$ cat config.mk
export PLATFORM = sky130hd
export DESIGN_NAME = closest_hit_reducer_flat
export DESIGN_NICKNAME = d
export VERILOG_FILES = /design/src/rtl/closest_hit_reducer_if.sv /design/src/rtl/closest_hit_reducer.sv /design/src/flat_wrapper.sv
export SDC_FILE = /design/constraint.sdc
export NUM_CORES = 1
export LEC_CHECK = 0
export BUFFER_PORTS_ARGS = -buffer_cell sky130_fd_sc_hd__buf_4
export CAP_MARGIN = 0
export CORE_AREA = 2 2 198 219
export DETAILED_ROUTE_END_ITERATION = 10
export DIE_AREA = 0 0 200 221
export GPL_TIMING_DRIVEN = 0
export PLACE_DENSITY = 0.57
export SYNTH_ARGS = -nofsm -noshare
export SYNTH_HDL_FRONTEND = slang
export SYNTH_SLANG_ARGS = --single-unit
$ cat constraint.sdc
create_clock -name clk -period 5.6 [get_ports clk]
set_input_delay 0.28 -clock clk [delete_from_list [all_inputs] [get_ports clk]]
set_output_delay 0.28 -clock clk [all_outputs]
set_load 0.1 [all_outputs]
$ cat src/rtl/closest_hit_reducer_if.sv
// Bundle of batch-control, lane-result and best-hit signals for closest_hit_reducer.
// The optional o_hit_cnt signal exists only when HIT_REDUCE_COUNT_EN is defined.
interface closest_hit_reducer_if #(
    parameter int LANES = 4,
    parameter int T_W   = 32,
    parameter int IDX_W = 32
);
    logic                   i_start;
    logic [IDX_W-1:0]       i_tri_cnt;
    logic [LANES-1:0]       i_valid;
    logic [LANES-1:0]       i_hit;
    logic [LANES*T_W-1:0]   i_t;
    logic [LANES*IDX_W-1:0] i_idx;
    logic                   o_busy;
    logic                   o_hit;
    logic [T_W-1:0]         o_t;
    logic [IDX_W-1:0]       o_idx;
    logic                   o_finish;
    logic                   o_err;
`ifdef HIT_REDUCE_COUNT_EN
    logic [IDX_W-1:0]       o_hit_cnt;
`endif

    modport master (
        output i_start, i_tri_cnt, i_valid, i_hit, i_t, i_idx,
`ifdef HIT_REDUCE_COUNT_EN
        input  o_hit_cnt,
`endif
        input  o_busy, o_hit, o_t, o_idx, o_finish, o_err
    );

    modport slave (
        input  i_start, i_tri_cnt, i_valid, i_hit, i_t, i_idx,
`ifdef HIT_REDUCE_COUNT_EN
        output o_hit_cnt,
`endif
        output o_busy, o_hit, o_t, o_idx, o_finish, o_err
    );
endinterface

$ cat src/rtl/closest_hit_reducer.sv
// Multi-lane closest-hit accumulator: keeps the smallest signed t (and its triangle
// index) over a batch of results arriving up to LANES per cycle, flags protocol
// errors and raises o_finish when the batch is complete.
// Optional feature macro: HIT_REDUCE_COUNT_EN adds a saturating qualifying-hit counter.
module closest_hit_reducer #(
    parameter int        LANES = 4,
    parameter int        T_W   = 32,
    parameter int        IDX_W = 32,
    parameter int signed MIN_T = 0
) (
    input logic                  clk,
    input logic                  reset,
    closest_hit_reducer_if.slave bus
);
    localparam logic signed [T_W-1:0] T_MAX   = {1'b0, {(T_W-1){1'b1}}};
    localparam logic signed [T_W-1:0] T_FLOOR = T_W'(MIN_T);

    typedef enum logic [1:0] {S_IDLE, S_RUN, S_DRAIN, S_DONE} state_t;

    state_t                  state, state_next;
    logic [IDX_W-1:0]        rem, rem_next;
    logic [IDX_W-1:0]        valid_cnt;
    logic                    accept;
    logic                    err_set;
    logic                    finish_set;

    logic                    cand_v;
    logic signed [T_W-1:0]   cand_t;
    logic [IDX_W-1:0]        cand_idx;
    logic [LANES-1:0]        hit_lanes;
    logic signed [T_W-1:0]   lane_t;
    logic [IDX_W-1:0]        lane_idx;

    logic                    sv;
    logic signed [T_W-1:0]   st;
    logic [IDX_W-1:0]        sidx;

    logic                    best_hit;
    logic signed [T_W-1:0]   best_t;
    logic [IDX_W-1:0]        best_idx;
    logic                    finish;
    logic                    err;

    // Total ordering on (t, index) so the winner does not depend on lane order.
    function automatic logic better(input logic signed [T_W-1:0] ta,
                                    input logic [IDX_W-1:0]      ia,
                                    input logic signed [T_W-1:0] tb,
                                    input logic [IDX_W-1:0]      ib);
        return (ta < tb) || ((ta == tb) && (ia < ib));
    endfunction

    assign valid_cnt = IDX_W'($countones(bus.i_valid));

    // Lane tree: pick the best qualifying candidate among this cycle's lanes.
    always_comb begin
        cand_v    = 1'b0;
        cand_t    = T_MAX;
        cand_idx  = '0;
        hit_lanes = '0;
        lane_t    = '0;
        lane_idx  = '0;
        for (int n = 0; n < LANES; n++) begin
            lane_t   = $signed(bus.i_t[n*T_W +: T_W]);
            lane_idx = bus.i_idx[n*IDX_W +: IDX_W];
            if (bus.i_valid[n] && bus.i_hit[n] && (lane_t >= T_FLOOR)) begin
                hit_lanes[n] = 1'b1;
                if (!cand_v || better(lane_t, lane_idx, cand_t, cand_idx)) begin
                    cand_v   = 1'b1;
                    cand_t   = lane_t;
                    cand_idx = lane_idx;
                end
            end
        end
    end

    // Next-state logic: batch bookkeeping, error detection and completion.
    always_comb begin
        state_next = state;
        rem_next   = rem;
        accept     = 1'b0;
        err_set    = 1'b0;
        finish_set = 1'b0;
        if (bus.i_start) begin
            rem_next   = bus.i_tri_cnt;
            state_next = (bus.i_tri_cnt == '0) ? S_DONE : S_RUN;
        end else begin
            case (state)
                S_RUN: begin
                    accept = 1'b1;
                    if (valid_cnt > rem) begin
                        err_set  = 1'b1;
                        rem_next = '0;
                    end else begin
                        rem_next = rem - valid_cnt;
                    end
                    if (valid_cnt >= rem) begin
                        state_next = S_DRAIN;
                    end
                end
                S_DRAIN: begin
                    err_set    = (bus.i_valid != '0);
                    finish_set = 1'b1;
                    state_next = S_DONE;
                end
                default: begin
                    err_set = (bus.i_valid != '0);
                end
            endcase
        end
    end

    // State and remaining-count registers.
    always_ff @(posedge clk or posedge reset) begin
        if (reset) begin
            state <= S_IDLE;
            rem   <= '0;
        end else begin
            state <= state_next;
            rem   <= rem_next;
        end
    end

    // Stage register: holds this cycle's lane winner; a new batch discards it.
    always_ff @(posedge clk or posedge reset) begin
        if (reset) begin
            sv   <= 1'b0;
            st   <= T_MAX;
            sidx <= '0;
        end else if (bus.i_start || !accept) begin
            sv <= 1'b0;
        end else begin
            sv   <= cand_v;
            st   <= cand_t;
            sidx <= cand_idx;
        end
    end

    // Best-hit merge plus sticky finish/error flags.
    always_ff @(posedge clk or posedge reset) begin
        if (reset) begin
            best_hit <= 1'b0;
            best_t   <= T_MAX;
            best_idx <= '0;
            finish   <= 1'b0;
            err      <= 1'b0;
        end else if (bus.i_start) begin
            best_hit <= 1'b0;
            best_t   <= T_MAX;
            best_idx <= '0;
            finish   <= (bus.i_tri_cnt == '0);
            err      <= 1'b0;
        end else begin
            if (sv) begin
                best_hit <= 1'b1;
                if (!best_hit || better(st, sidx, best_t, best_idx)) begin
                    best_t   <= st;
                    best_idx <= sidx;
                end
            end
            if (finish_set) begin
                finish <= 1'b1;
            end
            if (err_set) begin
                err <= 1'b1;
            end
        end
    end

`ifdef HIT_REDUCE_COUNT_EN
    logic [IDX_W-1:0] hit_cnt;
    logic [IDX_W:0]   hit_sum;

    assign hit_sum = {1'b0, hit_cnt} + (IDX_W+1)'($countones(hit_lanes));

    // Saturating count of qualifying hits accepted during the batch.
    always_ff @(posedge clk or posedge reset) begin
        if (reset) begin
            hit_cnt <= '0;
        end else if (bus.i_start) begin
            hit_cnt <= '0;
        end else if (accept) begin
            hit_cnt <= hit_sum[IDX_W] ? {IDX_W{1'b1}} : hit_sum[IDX_W-1:0];
        end
    end

    assign bus.o_hit_cnt = hit_cnt;
`endif

    assign bus.o_busy   = (state == S_RUN) || (state == S_DRAIN);
    assign bus.o_hit    = best_hit;
    assign bus.o_t      = best_t;
    assign bus.o_idx    = best_idx;
    assign bus.o_finish = finish;
    assign bus.o_err    = err;
endmodule

$ cat src/flat_wrapper.sv
// flat-port wrapper written by rule: the top's interface ports become plain ports
module closest_hit_reducer_flat 
#(
    parameter int        LANES = 4,
    parameter int        T_W   = 32,
    parameter int        IDX_W = 32,
    parameter int signed MIN_T = 0
)
  (clk, reset, bus_i_start, bus_i_tri_cnt, bus_i_valid, bus_i_hit, bus_i_t, bus_i_idx, bus_o_busy, bus_o_hit, bus_o_t, bus_o_idx, bus_o_finish, bus_o_err);
  closest_hit_reducer_if #(.LANES(LANES), .T_W(T_W), .IDX_W(IDX_W)) bus_i ();
  input logic clk;
  input logic reset;
  input wire logic [$bits(bus_i.i_start)-1:0] bus_i_start;
  input wire logic [$bits(bus_i.i_tri_cnt)-1:0] bus_i_tri_cnt;
  input wire logic [$bits(bus_i.i_valid)-1:0] bus_i_valid;
  input wire logic [$bits(bus_i.i_hit)-1:0] bus_i_hit;
  input wire logic [$bits(bus_i.i_t)-1:0] bus_i_t;
  input wire logic [$bits(bus_i.i_idx)-1:0] bus_i_idx;
  output wire logic [$bits(bus_i.o_busy)-1:0] bus_o_busy;
  output wire logic [$bits(bus_i.o_hit)-1:0] bus_o_hit;
  output wire logic [$bits(bus_i.o_t)-1:0] bus_o_t;
  output wire logic [$bits(bus_i.o_idx)-1:0] bus_o_idx;
  output wire logic [$bits(bus_i.o_finish)-1:0] bus_o_finish;
  output wire logic [$bits(bus_i.o_err)-1:0] bus_o_err;
  assign bus_i.i_start = bus_i_start;
  assign bus_i.i_tri_cnt = bus_i_tri_cnt;
  assign bus_i.i_valid = bus_i_valid;
  assign bus_i.i_hit = bus_i_hit;
  assign bus_i.i_t = bus_i_t;
  assign bus_i.i_idx = bus_i_idx;
  assign bus_o_busy = bus_i.o_busy;
  assign bus_o_hit = bus_i.o_hit;
  assign bus_o_t = bus_i.o_t;
  assign bus_o_idx = bus_i.o_idx;
  assign bus_o_finish = bus_i.o_finish;
  assign bus_o_err = bus_i.o_err;
  closest_hit_reducer #(.LANES(LANES), .T_W(T_W), .IDX_W(IDX_W), .MIN_T(MIN_T)) u_core (.clk(clk), .reset(reset), .bus(bus_i));
endmodule
==> impl_metrics.env, run 1 <==
export IMPL_synth_cell_types=83
export IMPL_p_leak_uw=0.01050
export IMPL_cap_violations=0
export IMPL_antenna_found_initial=3
export IMPL_finalCriticalPeriod_ps=8083
export IMPL_setup_tns_ps=-152100
export IMPL_layout_commonest_cell="buf_4"
export IMPL_die_area_um2=44200
export IMPL_die_w_um=200
export IMPL_violations="setup timing"
export IMPL_grt_pass1_vias=18200
export IMPL_synthFlopType="dfrtp_1"
export IMPL_fill_cells=3843
export IMPL_cts_tree="done"
export IMPL_worst_pin_slew_ps=1132
export IMPL_final_max_slew_viol_count=0
export IMPL_crit_fanout=7
export IMPL_outcome="finished, violations left"
export IMPL_fin_util_pct=56.61
export IMPL_async_flop_share_pct=100.0
export IMPL_coreArea_um2=42010
export IMPL_wl_per_cell_um=21.98
export IMPL_syn_to_final_growth_pct=43.06
export IMPL_synth_edf_count=0
export IMPL_cp_common_cell="nand4_1"
export IMPL_synth_area_um2=16620
export IMPL_ioPinCount=367
export IMPL_mostFrequentLayoutCells="buf_4, ha_1, nor2_1"
export IMPL_setup_violations_final=63
export IMPL_path_clk_slew_ps=70
export IMPL_cts_num_sinks=166
export IMPL_crit_type="in -> reg"
export IMPL_setup_slack_ps=-2483
export IMPL_clk_latency_ps=450
export IMPL_drt_met1_wl_mm=28.13
export IMPL_grt_max_degree=115
export IMPL_layout_nets=3013
export IMPL_globalplace_congestion=0.9513
export IMPL_clk_path_buf_depth=2
export IMPL_cp_top_family="simple AND/OR/NAND/NOR gates"
export IMPL_final_area_um2=23780
export IMPL_clock_skew_final_ps=10.05
export IMPL_grt_use_total_pct=29.70
export IMPL_final_seq_area_um2=4232
export IMPL_grt_pass1_wl_mm=101.7
export IMPL_dieHeight_um=221
export IMPL_vias=17490
export IMPL_cp_slowest_cell="nor4_2"
export IMPL_wl_mm=66.63
export IMPL_drt_iter0_drc=1011
export IMPL_seq_area_frac_synth_pct=25.46
export IMPL_cp_slowest_stage_delay_ps=380
export IMPL_grt_remaining_overflow=0
export IMPL_dr_wl_met3_mm=3.993
export IMPL_finalHoldViolCount=0
export IMPL_top_layer="met5"
export IMPL_postSynthCellCount=1981
export IMPL_synth_warnings=0
export IMPL_crit_buf_inv=13
export IMPL_drc=0
export IMPL_portBuffers=366
export IMPL_placed_cell_area_um2=20570
export IMPL_reg2reg_slack_ps=1540
export IMPL_rsz0062_at_grt="true"
export IMPL_hold_path_class="in -> reg"
export IMPL_met2_length_mm=32.56
export IMPL_peakVddDrop_mv=0.2432
export IMPL_power_density_nw_per_um2=304.7
export IMPL_worstPathArrival_ps=8460
export IMPL_drive_gt1_share_pct=37.23
export IMPL_dr_pass1_iters=7
export IMPL_finalCritPeriodShare_pct=144.3
export IMPL_multi_input_area_um2=13130
export IMPL_initial_core_util_pct=39.57
export IMPL_std_cell_rows=79
export IMPL_worstPathRequired_ps=5970
export IMPL_ys_ff_latch=166
export IMPL_end_kind="flip-flop"
export IMPL_viasPerCell=5.772
export IMPL_synth_avg_cell_area_um2=8.391
export IMPL_slew_headroom_pct=24.53
export IMPL_ctsRootBufferMaster="clkbuf_16"
export IMPL_htree_levels=4
export IMPL_cts_buffers=17
export IMPL_crit_path_start_kind="input pin"
export IMPL_dpl_hpwl_mm=53.39
export IMPL_ant_nets=0
export IMPL_fmax_mhz=123.7
==> power breakdown <==
| part | total [µW] | switching (µW) | internal (µW) |
|---|---|---|---|
| clock | 1330 | 535 | 795 |
| combinational | 3840 | 2370 | 1470 |
| sequential | 2070 | 389 | 1680 |
==> worst min-delay path: stages <==
cell	delay [ps]
buf_4	90
a21oi_1	60
o41ai_1	50
==> cell usage after synthesis, drive strengths merged, types with 4 or more instances <==
master | instances | share of area [%]
a2111oi | 4 | 0.25
a211oi | 44 | 2.9
a21o | 68 | 3.1
a21oi | 194 | 6.3
a221o | 13 | 0.78
a311oi | 4 | 0.21
a31o | 31 | 1.6
a31oi | 5 | 0.19
and2 | 8 | 0.30
and3 | 10 | 0.38
and4 | 9 | 0.49
buf | 45 | 1.7
clkbuf | 85 | 1.9
dfrtp | 104 | 16
dfstp | 62 | 9.8
ha | 262 | 20
inv | 93 | 2.1
nand2 | 168 | 3.8
nand2b | 4 | 0.15
nand3 | 52 | 1.6
nand4 | 55 | 2.2
nor2 | 181 | 4.1
nor2b | 12 | 0.45
nor3 | 28 | 0.87
nor4 | 26 | 1.1
o2111ai | 5 | 0.26
o211a | 6 | 0.36
o211ai | 39 | 2.7
o21a | 10 | 0.45
o21ai | 168 | 5.1
o21bai | 4 | 0.20
o311ai | 33 | 1.7
o31a | 32 | 1.7
o31ai | 35 | 1.6
o32ai | 21 | 1.1
o41ai | 4 | 0.32
or2 | 10 | 0.38
or3 | 7 | 0.26
or4 | 4 | 0.18
==> path summary, 6_finish.rpt <==
path | from | to | depth (start not counted)
max reg2reg | u_core.bus.o_idx[17] | u_core.bus.o_t[25] | 15
max | bus_i_t[31] | u_core.st[10] | 44
min in group asynchronous | reset | u_core.bus.o_idx[15] | 3
min reg2reg | u_core.bus.o_finish | u_core.bus.o_finish | 1
max in group asynchronous | reset | u_core.bus.o_t[27] | 4
min | bus_i_tri_cnt[10] | u_core.rem[10] | 3
==> metal layers <==
layer | global-route usage (%) | vias to the layer above
met4 | 8.913 | 6
met3 | 6.508 | 92
met1 | 36.99 | 8427
li1 | - | 8450
met5 | 0 | -
met2 | 50.90 | 519
==> repair_timing <==
item	in CTS	in global routing
hold buffers	1	0
pin swaps	110	46
buffers inserted	56	15
gates cloned	11	3
resized for setup	204	115
endpoints found under the hold margin	40	0
endpoints found under the setup margin	63	63
==> through the flow <==
stage / setup slack, ps / std cells / total power (µW) / hold WS (ps)
finish: -2483 / 3031 / 7246 / 50.24
detailed placement: -4705 / 2917 / 5616 / 325.8
global placement: -4588 / 2916 / 5565 / 498.5
CTS: -2454 / 3017 / 7185 / 41.25
global route: -2707 / 3030 / 7714 / 42.36
floorplan: -1734 / 1983 / 4514 / 401.0
==> layout make-up <==
type | count | area share [%]
multi-input combinational | 1594 | 55.21
tap | 567 | 2.983
buffer | 126 | 3.993
inverter | 93 | 1.500
antenna | 1 | 0.01052
clock buffer | 17 | 1.789
sequential | 166 | 17.79
clock inverter | 15 | 0.9471
timing repair buffer | 452 | 15.77
==> kinds of logic after synthesis <==
group | after synthesis | synth area share (%)
AO/OA/AOI/OAI | 742 | 32.04
XOR/XNOR | 3 | 0.1581
adder cells (fa/ha/maj) | 264 | 19.96
buffers and inverters | 223 | 5.721
flip-flops | 166 | 25.46
multiplexers | 2 | 0.1280
other | 1 | 0.02256
AND/OR/NAND/NOR | 580 | 16.51
==> sequential cells by signal (all words and copies together), names as in the netlist <==
signal and cells:
u_core.bus.o_hit 1, u_core.sidx 32, u_core.sv 1, u_core.bus.o_err 1, u_core.st 32, u_core.bus.o_idx 32
u_core.rem 32, u_core.bus.o_finish 1, u_core.state 2, u_core.bus.o_t 32
(Power assumes the default switching activity.)
==> inputs of run 2 (changes only) <==
RECOVER_POWER = 100   (was default)
==> run 2 against run 1 <==
Against the previous run:
- the run ends with capacitance limit, slew limit, setup timing left
- flip-flop and latch count did not move
- clock-buffer cell count stayed put
- design area down 1.2%
- combinational power is 2% lower
- global-route usage unchanged
- hold slack improved by 3.5 ps
- clock power is essentially flat
- total power decreased by 1.3%
- die area did not move
- non-clock buffer count unchanged
- critical path type unchanged
- critical endpoint unchanged
- largest cell class unchanged
- largest power group unchanged
==> impl_metrics.env, run 2 (synthesized netlist as in run 1, its figures left out) <==
export IMPL_outcome="finished, violations left"
export IMPL_violations="capacitance limit, slew limit, setup timing"
export IMPL_cts_tree="done"
export IMPL_dieHeight_um=221
export IMPL_die_w_um=200
export IMPL_power_density_nw_per_um2=304.4
export IMPL_dr_wl_met3_mm=4.232
export IMPL_worst_pin_slew_ps=2800
export IMPL_p_leak_uw=0.01021
export IMPL_clock_skew_final_ps=9.480
export IMPL_crit_fanout=7
export IMPL_cts_num_sinks=166
export IMPL_dr_pass1_iters=5
export IMPL_peakVddDrop_mv=0.2398
export IMPL_endpoint="u_core.st[10]"
export IMPL_cp_slowest_cell="nor4_2"
export IMPL_std_cell_rows=79
export IMPL_htree_levels=4
export IMPL_drc=0
export IMPL_fmax_mhz=124.0
export IMPL_fill_cells=3908
export IMPL_crit_type="in -> reg"
export IMPL_layout_nets=3013
export IMPL_end_kind="flip-flop"
export IMPL_coreArea_um2=42010
export IMPL_crit_path_start_kind="input pin"
export IMPL_finalCritPeriodShare_pct=144.0
export IMPL_r2r_end="u_core.bus.o_t[21]"
export IMPL_final_max_slew_viol_count=169
export IMPL_cts_buffers=17
export IMPL_path_clk_slew_ps=70
export IMPL_clk_path_buf_depth=2
export IMPL_reg2reg_depth=15
export IMPL_rsz0062_at_grt="true"
export IMPL_globalplace_congestion=0.9513
export IMPL_vias=17590
export IMPL_cp_slowest_stage_delay_ps=380
export IMPL_wl_per_cell_um=21.98
export IMPL_power_total_uw=7150
export IMPL_hold_path_class="in -> reg"
export IMPL_worstPathArrival_ps=8430
export IMPL_met2_length_mm=32.45
export IMPL_crit_start="bus_i_t[31]"
export IMPL_cp_common_cell="nand4_1"
export IMPL_finalHoldViolCount=0
export IMPL_grt_use_total_pct=29.70
export IMPL_ant_nets=0
export IMPL_reg2reg_slack_ps=1350
export IMPL_ioPinCount=367
export IMPL_wl_mm=66.62
export IMPL_grt_pass1_wl_mm=101.7
export IMPL_setup_slack_ps=-2463
export IMPL_syn_to_final_growth_pct=41.32
export IMPL_grt_max_degree=115
export IMPL_antenna_found_initial=3
export IMPL_setup_tns_ps=-150410
export IMPL_slew_headroom_pct=-86.64
export IMPL_mostFrequentLayoutCells="buf_4, ha_1, nor2_1"
export IMPL_drt_iter0_drc=996
export IMPL_top_layer="met5"
export IMPL_portBuffers=366
export IMPL_setup_violations_final=63
export IMPL_r2r_start="u_core.bus.o_idx[17]"
export IMPL_finalCriticalPeriod_ps=8063
export IMPL_worstPathRequired_ps=5970
export IMPL_initial_core_util_pct=39.57
export IMPL_layout_commonest_cell="buf_4"
export IMPL_viasPerCell=5.804
export IMPL_clk_latency_ps=450
export IMPL_cap_violations=2
export IMPL_drive_gt1_share_pct=34.23
export IMPL_ctsRootBufferMaster="clkbuf_16"
export IMPL_dpl_hpwl_mm=53.39
export IMPL_grt_pass1_vias=18200
export IMPL_die_area_um2=44200
export IMPL_drt_met1_wl_mm=27.94
export IMPL_grt_remaining_overflow=0
==> run 2: cell types whose count changed in the layout (fill, tap and decap cells not counted), sizes merged <==
cell      delta
clkinvlp     +1
buf         -76
clkbuf      +76
inv          -1
==> run 2: worst min path at each step <==
stage,start,to,slack (ps),depth (start not counted)
3_5_place_dp,reset,u_core.bus.o_idx[21],330,2
6_report,bus_i_tri_cnt[10],u_core.rem[10],50,3
4_1_cts,bus_i_tri_cnt[10],u_core.rem[10],40,3
3_3_place_gp,u_core.rem[0],u_core.rem[0],500,2
2_1_floorplan,bus_i_tri_cnt[13],u_core.rem[13],400,2
5_1_grt,bus_i_tri_cnt[10],u_core.rem[10],40,3
==> run 2: per-stage QoR <==
stage | util (%) | std cells | worst slack, ps | instance area [µm²] | hold WS (ps)
final | 55.92 | 3031 | -2463 | 23490 | 53.78
after global routing | 55.91 | 3030 | -2707 | 23490 | 42.36
after CTS | 54.71 | 3017 | -2454 | 22980 | 41.25
after detailed placement | 48.96 | 2917 | -4705 | 20570 | 325.8
after global placement | 48.88 | 2916 | -4588 | 20530 | 498.5
after floorplan | - | 1983 | -1734 | 17080 | 401.0
==> run 2: layer usage <==
metal / global-route usage (%) / vias to the layer above
met2: 50.90 / 575
met5: 0 / -
met3: 6.508 / 103
met1: 36.99 / 8459
li1: - / 8450
met4: 8.913 / 6
==> run 2: critical path, delay by kind of cell <==
| kind | cells | cell delay, ps |
|---|---|---|
| AOI/OAI and AO/OA | 12 | 2390 |
| adders and majority gates | 3 | 600 |
| and+or+nand+nor | 15 | 2750 |
| muxes | 1 | 360 |
| buffers and inverters | 13 | 2000 |
==> run 2: layout make-up <==
cell class              count  area, µm²  share of cell area, %
clock buffers              17      425.4                  1.811
plain buffers             126      943.4                  4.016
multi-input cells        1594      13130                  55.89
flip-flops and latches    166       4232                  18.01
inverters                  93      350.3                  1.491
repair buffers            452       3473                  14.79
well taps                 567      709.4                  3.020
clock inverters            15      225.2                 0.9588
diodes                      1      2.502                0.01065
==> run 2: repair_timing <==
| item | in CTS | in global routing |
|---|---|---|
| endpoints found under the setup margin | 63 | 63 |
| buffers inserted | 56 | 15 |
| pin swaps | 110 | 46 |
| hold buffers | 1 | 0 |
| gates resized for setup | 204 | 115 |
| endpoints found under the hold margin | 40 | 0 |
| gates cloned | 11 | 3 |
==> run 2: where the power goes <==
part	internal, µW	leakage [µW]	switching, µW
clock network	795	0.000313	532
logic	1390	0.00789	2370
registers	1680	0.00201	385
total	3860	0.0102	3290
==> inputs of run 3 (changes only) <==
CORE_AREA = 2 2 228 252   (was 2 2 198 219)
DIE_AREA = 0 0 230 254   (was 0 0 200 221)
PLACE_DENSITY = 0.45   (was 0.57)
==> run 3 against run 2 <==
Against the previous run:
- the run still ends with capacitance limit, slew limit, setup timing left
- register-to-register slack improved by 40 ps
- clock skew rose by 9.2 ps
- critical path depth fell by 5
- critical endpoint is now u_core.sidx[19]
- largest cell class unchanged
==> impl_metrics.env, run 3 (synthesized netlist as in run 1, its figures left out) <==
export IMPL_cts_num_sinks=166
export IMPL_grt_pass1_wl_mm=106.0
export IMPL_r2r_start="u_core.sidx[1]"
export IMPL_drt_met1_wl_mm=31.25
export IMPL_end_kind="flip-flop"
export IMPL_setup_slack_ps=-2278
export IMPL_power_density_nw_per_um2=296.6
export IMPL_std_cell_rows=91
export IMPL_finalCriticalPeriod_ps=7878
export IMPL_fmax_mhz=126.9
export IMPL_clk_path_buf_depth=2
export IMPL_hold_path_class="in -> reg"
export IMPL_ioPinCount=367
export IMPL_antenna_found_initial=13
export IMPL_portBuffers=366
export IMPL_layout_commonest_cell="buf_4"
export IMPL_cp_slowest_cell="o32ai_1"
export IMPL_whs_endpoint="u_core.rem[20]"
export IMPL_globalplace_congestion=0.9360
export IMPL_final_seq_area_um2=4232
export IMPL_ctsRootBufferMaster="clkbuf_16"
export IMPL_fill_cells=5703
export IMPL_finalHoldViolCount=0
export IMPL_reg2reg_depth=13
export IMPL_die_area_um2=58420
export IMPL_vias=17410
export IMPL_cp_common_cell="buf_12"
export IMPL_whs_path_depth=3
export IMPL_setup_violations_final=63
export IMPL_crit_fanout=10
export IMPL_outcome="finished, violations left"
export IMPL_coreArea_um2=55790
export IMPL_cap_violations=2
export IMPL_grt_remaining_overflow=0
export IMPL_dr_wl_met3_mm=3.457
export IMPL_clock_skew_final_ps=18.73
export IMPL_fin_cells=3238
export IMPL_violations="capacitance limit, slew limit, setup timing"
export IMPL_initial_core_util_pct=29.79
export IMPL_worstPathRequired_ps=5960
export IMPL_grt_pass1_vias=17470
export IMPL_grt_use_total_pct=23.60
export IMPL_viasPerCell=5.377
export IMPL_drt_iter0_drc=1129
export IMPL_clk_latency_ps=440
export IMPL_htree_levels=4
export IMPL_syn_to_final_growth_pct=42.90
export IMPL_mostFrequentLayoutCells="buf_4, ha_1, nor2_1"
export IMPL_wl_per_cell_um=22.07
export IMPL_peakVddDrop_mv=0.1600
export IMPL_top_layer="met5"
export IMPL_p_leak_uw=0.01038
export IMPL_reg2reg_slack_ps=1390
export IMPL_die_w_um=230
export IMPL_final_max_slew_viol_count=169
export IMPL_worst_pin_slew_ps=3408
export IMPL_min_from="bus_i_tri_cnt[20]"
export IMPL_r2r_end="u_core.bus.o_t[30]"
export IMPL_dr_pass1_iters=5
export IMPL_rsz0062_at_grt="true"
export IMPL_drive_gt1_share_pct=35.53
export IMPL_dieHeight_um=254
export IMPL_layout_nets=3038
export IMPL_crit_path_start_kind="input pin"
export IMPL_ant_nets=0
export IMPL_path_clk_slew_ps=70
export IMPL_dpl_hpwl_mm=58.40
export IMPL_worstPathArrival_ps=8240
export IMPL_cts_tree="done"
export IMPL_multi_input_area_um2=13040
export IMPL_slew_headroom_pct=-127.2
export IMPL_cp_slowest_stage_delay_ps=560
export IMPL_crit_type="in -> reg"
export IMPL_grt_max_degree=85
export IMPL_placed_cells=3094
export IMPL_cts_buffers=17
export IMPL_finalCritPeriodShare_pct=140.7
export IMPL_met2_length_mm=34.74
export IMPL_power_total_uw=7044
export IMPL_wl_mm=71.47
export IMPL_drc=0
==> run 3: cell count changes in the layout (fill, tap and decap cells not counted), moves of 6 or more <==
cell,previous run,this run
a21oi_1,130,120
a21oi_2,29,53
a21oi_4,35,21
buf_2,10,16
buf_4,354,377
clkbuf_16,24,30
ha_1,230,237
ha_4,30,24
nand2_1,159,150
nand2_4,1,7
o31ai_1,22,15
==> run 3: routing by layer <==
| layer | vias to the layer above | GRT usage (%) |
|---|---|---|
| met1 | 8363 | 30.31 |
| li1 | 8498 | - |
| met4 | 16 | 6.691 |
| met5 | - | 0 |
| met2 | 449 | 40.69 |
| met3 | 85 | 3.849 |
==> run 3: final cells by class <==
cell class | instances | share of cell area, %
antenna | 6 | 0.06321
timing repair buffer | 481 | 15.27
tap | 744 | 3.919
inverter | 93 | 1.470
multi-input combinational | 1594 | 54.89
clock inverter | 5 | 0.2476
buffer | 122 | 4.072
sequential | 166 | 17.81
clock buffer | 27 | 2.255
==> run 3: worst max path at each step <==
stage	from	slack [ps]	endpoint	cells past startpoint
2_1_floorplan	bus_i_t[31]	-1730	u_core.sidx[12]	40
3_3_place_gp	bus_i_t[31]	-5030	u_core.sidx[19]	39
3_5_place_dp	bus_i_t[31]	-4980	u_core.sidx[19]	39
4_1_cts	bus_i_t[31]	-2480	u_core.sidx[19]	42
5_1_grt	bus_i_t[31]	-2630	u_core.st[20]	40
6_report	bus_i_t[31]	-2280	u_core.sidx[19]	39
==> run 3: metrics by stage <==
step                      worst slack [ps]  area, µm²  hold slack (ps)  utilization, %  TNS [ps]
after floorplan                      -1734      17080            401.0               -   -108520
after global placement               -5031      20750            503.9           37.20   -484630
after detailed placement             -4976      20790            417.1           37.26   -310620
after CTS                            -2479      23020            50.21           41.26   -150970
after global routing                 -2630      23750            75.18           42.57   -178360
final                                -2278      23750            81.59           42.57   -141090
==> run 3: report_power, final <==
part / switching (µW) / internal [µW]
Clock: 509 / 705
Combinational: 2380 / 1380
Sequential: 393 / 1680
==> run 3: repair_timing <==
item,4_1_cts,5_1_grt
hold buffers,1,0
cloned,8,6
pin swaps,52,69
endpoints found under the setup margin,63,63
gates resized for setup,208,135
setup buffers,62,39
endpoints found under the hold margin,70,0
==> run 3: critical path: cells and delay by family <==
kind                       cells  cell delay [ps]
AOI/OAI and AO/OA             12             2950
xor gates and xnor gates       1              240
adders and majority gates      3              790
buffers and inverters         10             1580
muxes                          1              360
and+or+nand+nor               12             2020
